File: config.mk
export PLATFORM = sky130hd
export DESIGN_NAME = instr_fetch_queue
export DESIGN_NICKNAME = d
export VERILOG_FILES = /design/src/rtl/mips_fetch_pkg.sv /design/src/rtl/fetch_fifo.sv /design/src/rtl/instr_fetch_queue.sv
export SDC_FILE = /design/constraint.sdc
export NUM_CORES = 1
export LEC_CHECK = 0
export BUFFER_PORTS_ARGS = -buffer_cell sky130_fd_sc_hd__buf_2
export CAP_MARGIN = 10
export CELL_PAD_IN_SITES_DETAIL_PLACEMENT = 1
export CELL_PAD_IN_SITES_GLOBAL_PLACEMENT = 1
export CORE_MARGIN = 2
export CORE_UTILIZATION = 35
export CTS_BUF_LIST = sky130_fd_sc_hd__clkbuf_4
export DETAILED_ROUTE_END_ITERATION = 8
export HOLD_SLACK_MARGIN = 0.12
export PLACE_DENSITY_LB_ADDON = 0.1
export SYNTH_ARGS = -nofsm -noshare
export SYNTH_HDL_FRONTEND = slang
export SYNTH_SLANG_ARGS = --single-unit
File: constraint.sdc
create_clock -name clock -period 23.2 [get_ports clock]
set_input_delay 3.48 -clock clock [delete_from_list [all_inputs] [get_ports clock]]
set_output_delay 3.48 -clock clock [all_outputs]
set_load 0.02 [all_outputs]
File: src/rtl/mips_fetch_pkg.sv
// rtl/mips_fetch_pkg.sv - shared constants and entry type for the instruction fetch front end
package mips_fetch_pkg;

    localparam int unsigned PC_INC       = 4;
    localparam int unsigned FETCH_ADDR_W = 32;
    localparam int unsigned FETCH_DATA_W = 32;

    typedef struct packed {
        logic [FETCH_ADDR_W-1:0] pc;
        logic [FETCH_DATA_W-1:0] instr;
    } fetch_entry_t;

    // Counter width able to hold 0..depth inclusive.
    function automatic int unsigned cnt_width(input int unsigned depth);
        return $clog2(depth + 1);
    endfunction

endpackage

File: src/rtl/fetch_fifo.sv
// rtl/fetch_fifo.sv - prefetch queue storage with occupancy count and single-cycle flush
module fetch_fifo
    import mips_fetch_pkg::*;
#(
    parameter int unsigned WIDTH = 64,
    parameter int unsigned DEPTH = 4,
    localparam int unsigned PW   = $clog2(DEPTH),
    localparam int unsigned CW   = cnt_width(DEPTH)
) (
    input  logic             clk_i,
    input  logic             rst_i,
    input  logic             flush_i,
    input  logic             push_i,
    input  logic [WIDTH-1:0] wdata_i,
    input  logic             pop_i,
    output logic [WIDTH-1:0] rdata_o,
    output logic             valid_o,
    output logic [CW-1:0]    count_o
);

    logic [WIDTH-1:0] mem_q [DEPTH];
    logic [PW-1:0]    rptr_q, rptr_d;
    logic [PW-1:0]    wptr_q, wptr_d;
    logic [CW-1:0]    count_q, count_d;
    logic             do_pop;

    assign do_pop  = pop_i && (count_q != '0);
    assign valid_o = (count_q != '0);
    assign count_o = count_q;
    assign rdata_o = mem_q[rptr_q];

    // Flush wins over push and pop: a redirect voids both in the same cycle.
    always_comb begin
        rptr_d  = rptr_q;
        wptr_d  = wptr_q;
        count_d = count_q;
        if (flush_i) begin
            rptr_d  = '0;
            wptr_d  = '0;
            count_d = '0;
        end else begin
            if (push_i) begin
                wptr_d = wptr_q + PW'(1);
            end
            if (do_pop) begin
                rptr_d = rptr_q + PW'(1);
            end
            case ({push_i, do_pop})
                2'b10:   count_d = count_q + CW'(1);
                2'b01:   count_d = count_q - CW'(1);
                default: count_d = count_q;
            endcase
        end
    end

    always_ff @(posedge clk_i or posedge rst_i) begin
        if (rst_i) begin
            rptr_q  <= '0;
            wptr_q  <= '0;
            count_q <= '0;
            for (int i = 0; i < int'(DEPTH); i++) begin
                mem_q[i] <= '0;
            end
        end else begin
            rptr_q  <= rptr_d;
            wptr_q  <= wptr_d;
            count_q <= count_d;
            if (push_i && !flush_i) begin
                mem_q[wptr_q] <= wdata_i;
            end
        end
    end

endmodule

File: src/rtl/instr_fetch_queue.sv
// rtl/instr_fetch_queue.sv - PC generator, in-flight tracking and issue credit around the prefetch queue
module instr_fetch_queue
    import mips_fetch_pkg::*;
#(
    parameter int unsigned        ADDR_W   = 32,
    parameter int unsigned        DATA_W   = 32,
    parameter int unsigned        DEPTH    = 4,
    parameter logic [ADDR_W-1:0]  RESET_PC = '0
) (
    input  logic              clock,
    input  logic              reset,
    output logic              imem_req,
    output logic [ADDR_W-1:0] imem_addr,
    input  logic [DATA_W-1:0] imem_rdata,
    input  logic              redirect_valid,
    input  logic [ADDR_W-1:0] redirect_pc,
    output logic              instr_valid,
    input  logic              instr_ready,
    output logic [DATA_W-1:0] instr_data,
    output logic [ADDR_W-1:0] instr_pc
);

    localparam int unsigned CW = cnt_width(DEPTH);
    localparam int unsigned EW = ADDR_W + DATA_W;

    logic [ADDR_W-1:0] fetch_pc_q, fetch_pc_d;
    logic [ADDR_W-1:0] inflight_pc_q, inflight_pc_d;
    logic              inflight_q, inflight_d;
    logic              kill_q, kill_d;

    logic [CW-1:0]     count;
    logic [CW:0]       occupancy;
    logic [EW-1:0]     head;
    logic              pop;
    logic              push;

    assign pop       = instr_valid && instr_ready;
    assign push      = inflight_q && !kill_q;
    assign imem_addr = fetch_pc_q;

    // Credit counts the outstanding response, so a landing push always has room.
    assign occupancy = {1'b0, count} + (CW+1)'(inflight_q) - (CW+1)'(pop);
    assign imem_req  = !reset && !redirect_valid && (occupancy < (CW+1)'(DEPTH));

    always_comb begin
        fetch_pc_d    = fetch_pc_q;
        inflight_d    = imem_req;
        inflight_pc_d = fetch_pc_q;
        kill_d        = redirect_valid && inflight_q;
        if (redirect_valid) begin
            fetch_pc_d = redirect_pc & ~ADDR_W'(PC_INC - 1);
        end else if (imem_req) begin
            fetch_pc_d = fetch_pc_q + ADDR_W'(PC_INC);
        end
    end

    always_ff @(posedge clock or posedge reset) begin
        if (reset) begin
            fetch_pc_q    <= RESET_PC;
            inflight_pc_q <= '0;
            inflight_q    <= 1'b0;
            kill_q        <= 1'b0;
        end else begin
            fetch_pc_q    <= fetch_pc_d;
            inflight_pc_q <= inflight_pc_d;
            inflight_q    <= inflight_d;
            kill_q        <= kill_d;
        end
    end

    fetch_fifo #(
        .WIDTH (EW),
        .DEPTH (DEPTH)
    ) u_fifo (
        .clk_i   (clock),
        .rst_i   (reset),
        .flush_i (redirect_valid),
        .push_i  (push),
        .wdata_i ({inflight_pc_q, imem_rdata}),
        .pop_i   (pop),
        .rdata_o (head),
        .valid_o (instr_valid),
        .count_o (count)
    );

    assign instr_pc   = head[EW-1:DATA_W];
    assign instr_data = head[DATA_W-1:0];

endmodule

==> key figures, run 1 <==
Drt
  • Final wirelength: 33,200 um
  • Wire per inst: 19.5 um
  • # DRC: 0
  • Antenna Nets Post-Route: 0
  • Routed vias: 8,631
  • Via density per instance: 5.06
  • Starting DRT DRC Count: 224
  • First-pass DRT Iterations: 4

Synthesis
  • Yosys reg bits: 317
  • Area of the mapped netlist: 13,800 um2
  • Post-synth EDFFs: 0
  • Sequential share of the synthesized area: 57.5%
  • Ys Warns: 0
  • Synth unique cells: 44
  • Async set-reset flop share out of synthesis: 100%
  • Top_reg_cell synth: dfrtp_1
  • Mean Syn Cell Area: 15.1 um2
  • Syn Inst Count: 917

Place
  • Hpwl dp: 19,300 um
  • Port bufs: 159
  • Gpl congestion: 0.692

Layout
  • Commonest non-fill, non-tap cell in the layout: dfrtp_1
  • Fraction of layout cells with a size suffix above 1: 53.0%
  • Fillers: 4,033
  • FF/Latch Area: 7940 um2
  • Most frequent cells in the layout: dfrtp_1, mux2_2, buf_2
  • NumNets Final: 1,197
  • Syn-to-layout area delta: 17.8%
  • Fin util: 41.9%
  • Multi-input gate area: 5560 um2

Clock tree
  • Clock Latency Late Sink: 750 ps
  • Postcts setup bufs: 0
  • Hold-fix buffers, CTS: 0
  • Clk sink count: 317
  • CTS buffer count: 91
  • Max Root-Sink Buffers: 3
  • # H-tree levels: 3
  • Post-CTS resize count: 0
  • CTS tree: done
  • CTS Root Buffer Type: clkbuf_4
  • Clock Pin Slew Worst Setup and Hold Paths: 50 ps

Floorplan
  • Die W: 203 um
  • Die footprint: 41,000 um2
  • # rows: 72
  • Die Y: 203 um
  • Core area: 38,800 um2
  • IO Count: 166
  • Initial Utilization: 35.6%

STA
  • Pin slew with the least headroom to its limit: 1100 ps
  • Hold Fails Final Rpt: 0
  • Tcrit/Tclk final: 40.0%
  • Max-slew violation count: 0
  • Final TNS setup: 0 ps
  • Max_slew headroom: 26.6%
  • Final Setup Violations: 0
  • Maximum clock frequency: 0.108 GHz
  • Final min period: 9280 ps
  • RSZ-0062 raised after global routing: no
  • Final Skew: 32.3 ps

Worst setup path
  • CP peak stage delay: 570 ps
  • Critical path cell sequence: buf_2, o31a_1, ha_1, inv_1, ha_1, nand3b_1, a2111oi_1, a31oi_4, buf_4, nor2_1, buf_2
  • R2r worst-path depth: 10
  • Worst r2r src: u_fifo.count_o[0]$_DFFE_PP0P_
  • Critical path arrival: 5800 ps
  • Setup slack, reg-to-reg: 20,010 ps
  • R2R Path End: imem_addr[19]$_DFFE_PP0P_
  • Crit end category: output pin
  • CP Launch Type: input port
  • Max stage delay cell, worst path: a2111oi_1
  • Crit path buffers/inverters: 4
  • Critical Path RT: 19,720 ps
  • Critical path fanouts, max: 59
  • CP top delay family: compound AO/OA/AOI/OAI gates
  • Critical path class: input port to output pin

Hold path
  • Hold Path End: inflight_pc_q[7]$_DFF_PP0_
  • Min-delay worst type: flip-flop to flip-flop
  • Hold path depth: 0
  • HP Start: imem_addr[7]$_DFFE_PP0P_

Power
  • Cell Pwr Density: 120 nW/um2
  • Leak pwr: 7.44 nW
  • Worst vdd ir: 0.0000683 V

GRT
  • Largest net degree at the start of global routing: 124
  • GRT Overall Usage: 17.0%
  • Grt ovf: 0
  • First-pass GRT wire length: 54,500 um
  • Initial antenna violation count: 1
  • Vias in the first global route: 9,541

Flow run
  • Max Cap Viol: 0

Status
  • Outcome: finished clean
through the flow:
step	setup WS, ps	hold slack, ps	cells	instance area, um2	total power [mW]
after floorplan	7830	475	920	13800	1.25
after global placement	13860	448	1544	15100	1.43
after detailed placement	13870	461	1544	15100	1.45
after CTS	13870	468	1702	16300	2.00
after global routing	13600	492	1703	16300	2.09
final	13920	458	1705	16300	1.95
synth_stat cells, types with 2 or more instances:
library cell,instances,area share (%)
buf_4,4,0.22
inv_1,12,0.33
buf_1,4,0.11
a31oi_1,22,1.0
o211ai_1,5,0.27
o31a_1,2,0.13
nor2_1,31,0.84
dfrtp_1,317,57
or4_1,18,0.98
and4_1,5,0.32
mux2_2,248,20
and2_1,4,0.18
buf_2,29,1.1
and3_1,8,0.36
a21oi_1,3,0.11
mux4_2,62,10
ha_1,9,0.82
nand2b_1,2,0.091
xor2_1,2,0.13
or3_1,8,0.36
nand4_1,5,0.23
nand2_1,22,0.60
o21ai_0,12,0.44
buf_6,2,0.16
nor3_1,3,0.11
or3b_1,2,0.13
clkbuf_1,25,0.68
xnor2_1,5,0.32
nand3_1,19,0.69
o31ai_1,13,0.71
cells by family after synthesis:
| family | count (synthesis) | share of synthesized area [%] |
|---|---|---|
| adder cells (fa/ha/maj) | 10 | 0.961 |
| other | 1 | 0.0272 |
| flip-flops | 317 | 57.5 |
| AND/OR/NAND/NOR | 133 | 5.20 |
| AO/OA/AOI/OAI | 61 | 2.91 |
| XOR/XNOR | 7 | 0.444 |
| buffers and inverters | 77 | 2.57 |
| multiplexers | 311 | 30.4 |
how the worst max path moves through the flow:
stage / cells after the start / end / start
after floorplan: 5 / imem_req / reset
after global placement: 11 / imem_req / instr_ready
after detailed placement: 11 / imem_req / instr_ready
after CTS: 11 / imem_req / instr_ready
after global routing: 11 / imem_req / instr_ready
final: 11 / imem_req / instr_ready
flip-flops by register name (all words and copies together) (netlist names):
register / count
inflight_q: 1
u_fifo.rptr_q: 2
u_fifo.count_o: 3
u_fifo.wptr_q: 2
u_fifo.mem_q: 248
inflight_pc_q: 30
imem_addr: 30
kill_q: 1
power by group:
part | switching (mW) | internal, mW | total (mW)
Sequential | 0.0928 | 0.693 | 0.786
Clock | 0.236 | 0.293 | 0.529
Combinational | 0.332 | 0.301 | 0.633
cell type report:
class                      instances  area share (%)
antenna                            3          0.0462
clock buffer                     133            6.14
clock inverter                    25            1.06
inverter                          13           0.346
multi-input combinational        526            34.2
sequential                       317            48.8
tap                              518            3.99
timing repair buffer             170            5.40
metal layers:
layer | global-route usage (%) | routed length, um
met1 | 23.2 | 15500
met2 | 26.3 | 15600
met3 | 4.06 | 1590
met4 | 6.44 | 547
met5 | 0 | 0
(Power assumes the default switching activity.)
==> inputs of run 2 (changes only) <==
==> constraint.sdc (replaced) <==
create_clock -name clock -period 8 [get_ports clock]
set_input_delay 1.2 -clock clock [delete_from_list [all_inputs] [get_ports clock]]
set_output_delay 1.2 -clock clock [all_outputs]
set_load 0.02 [all_outputs]
==> run 2 against run 1 <==
  * Critical path depth did not move
  * Register-to-register slack got worse by 15000 ps
  * Global-route usage fell by 0.16 points
  * Count of clock-buffer cells in the layout rose by 1
  * Sequential share of layout area rose by 0.26 points
  * Setup slack got worse by 11000 ps
  * Via count fell by 1.0%
  * Largest cell class unchanged
  * Routed wire length barely moved
  * Sequential cell count did not move
  * Final cell count fell by 0.47%
  * Power rose to 2.9 times the previous value
  * Combinational power rose to 2.9 times the previous value
==> key figures, run 2 (synthesis results as in run 1) <==
Floorplan
  • Die Y: 203 um
  • Initial Utilization: 35.6%
  • # rows: 72
  • IO Count: 166
  • Core area: 38,800 um2
  • Die footprint: 41,000 um2
  • Die W: 203 um

Drt
  • Antenna Nets Post-Route: 0
  • First-pass DRT Iterations: 4
  • # DRC: 0
  • Wire per inst: 19.6 um
  • Starting DRT DRC Count: 216
  • Final wirelength: 33,200 um
  • Routed vias: 8,544
  • Via density per instance: 5.03

STA
  • Final Skew: 43.6 ps
  • RSZ-0062 raised after global routing: no
  • Pin slew with the least headroom to its limit: 1050 ps
  • Final Setup Violations: 0
  • Tcrit/Tclk final: 58.7%
  • Max_slew headroom: 29.8%
  • Final min period: 4700 ps
  • Hold slack: 447 ps
  • Hold Fails Final Rpt: 0
  • Max-slew violation count: 0
  • Maximum clock frequency: 0.213 GHz

Worst setup path
  • Worst r2r src: u_fifo.count_o[0]$_DFFE_PP0P_
  • CP Launch Type: input port
  • Setup slack, reg-to-reg: 4760 ps
  • R2R Path End: imem_addr[24]$_DFFE_PP0P_
  • Critical path arrival: 3500 ps
  • Critical path class: input port to output pin
  • Crit end category: output pin
  • R2r worst-path depth: 10
  • Critical Path RT: 6800 ps
  • Critical path fanouts, max: 59

Layout
  • NumNets Final: 1,201
  • Max reg flops: 248
  • Most frequent cells in the layout: dfrtp_1, mux2_2, buf_2
  • Fraction of layout cells with a size suffix above 1: 53.5%
  • Design Area, Final: 16,200 um2
  • Commonest non-fill, non-tap cell in the layout: dfrtp_1
  • Syn-to-layout area delta: 17.1%
  • Fillers: 4,008
  • Layout Cells excl Fill: 1,697
  • Top reg by flops: u_fifo.mem_q

GRT
  • Grt ovf: 0
  • First-pass GRT wire length: 53,700 um
  • GRT busiest layer: met2
  • Met1 usage: 22.6%
  • Largest net degree at the start of global routing: 67
  • GR Util met2: 26.7%
  • Vias in the first global route: 9,404
  • GRT met3 Usage: 3.98%
  • GRT Overall Usage: 16.8%
  • Initial antenna violation count: 1

Place
  • Gpl congestion: 0.691
  • Placed instance area: 15,100 um2
  • Port bufs: 159
  • Placed cells: 1,546
  • Hpwl dp: 20,000 um

Power
  • Sw frac: 34.4%
  • Cell Pwr Density: 343 nW/um2
  • Switching power: 1.91 mW
  • Clock share of power: 25.7%
  • Sequential share of power: 41.0%
  • Combinational Power Share: 33.3%
  • Worst vdd ir: 0.000209 V
  • Leak pwr: 7.40 nW
  • Tot Pwr: 5.55 mW
  • Int Pwr: 3.64 mW

Status
  • Outcome: finished clean

Clock tree
  • CTS tree: done
  • CTS Root Buffer Type: clkbuf_4
  • Clock Pin Slew Worst Setup and Hold Paths: 60 ps
  • Max Root-Sink Buffers: 3
  • # H-tree levels: 3
  • Postcts setup bufs: 0
  • Hold-fix buffers, CTS: 0
  • Post-CTS resize count: 0
  • Clk sink count: 317
  • CTS buffer count: 93
  • Clock Latency Late Sink: 750 ps

Hold path
  • Min-delay worst type: flip-flop to flip-flop
  • Hold Path End: inflight_pc_q[24]$_DFF_PP0_
  • Hold path depth: 0
  • HP Start: imem_addr[24]$_DFFE_PP0P_

Flow run
  • Max Cap Viol: 0
[run 2: changes by cell type in the layout (fill, tap and decap cells not counted), sizes merged]
| cell | before | now |
|---|---|---|
| clkbuf | 133 | 134 |
| diode | 3 | 1 |
| clkinvlp | 0 | 2 |
| buf | 170 | 172 |
| bufinv | 3 | 0 |
| clkinv | 21 | 13 |
[run 2: final cells by class]
type	count	area, um2	share of cell area [%]
diodes	1	2.50	0.0155
clock buffers	134	1010	6.22
clock inverters	16	63.8	0.395
inverters	13	52.6	0.325
multi-input cells	526	5560	34.4
flip-flops and latches	317	7940	49.1
well taps	518	648	4.01
repair buffers	172	893	5.52
[run 2: stage by stage]
stage,util [%],setup TNS [ps],setup WS [ps]
4_1_cts,41.6,0,3210
3_5_place_dp,38.9,0,3300
5_1_grt,41.6,0,3030
3_3_place_gp,38.9,0,3330
2_1_floorplan,-,-619,-619
6_report,41.6,0,3300
[run 2: how the worst max path moves through the flow]
stage / from / end / slack (ps)
after floorplan: reset / imem_req / -620
after global placement: instr_ready / imem_req / 3330
after detailed placement: instr_ready / imem_req / 3300
after CTS: u_fifo.count_o[0]$_DFFE_PP0P_ / imem_req / 3210
after global routing: u_fifo.count_o[0]$_DFFE_PP0P_ / imem_req / 3030
final: instr_ready / imem_req / 3300
[run 2: power by group through the flow]
stage	clock, mW	combinational [mW]	sequential (mW)
6_report	1.43	1.85	2.28
5_1_grt	1.59	2.00	2.35
4_1_cts	1.50	1.90	2.28
3_5_place_dp	0	1.89	2.31
3_3_place_gp	0	1.87	2.30
2_1_floorplan	0	1.42	2.22
[run 2: worst max-delay path, stage by stage]
cell and delay (ps):
buf_2 80, o31a_1 280, ha_1 200, inv_1 40
ha_1 260, nand3b_1 130, a2111oi_1 590, a31oi_4 30
buf_4 320, nor2_4 140, buf_2 170
[run 2: per-layer routing]
metal  vias up  routed length, um
met4         0                512
met2       187              15800
li1       3836                  -
met3        40               1570
met5         -                  0
met1      4481              15300
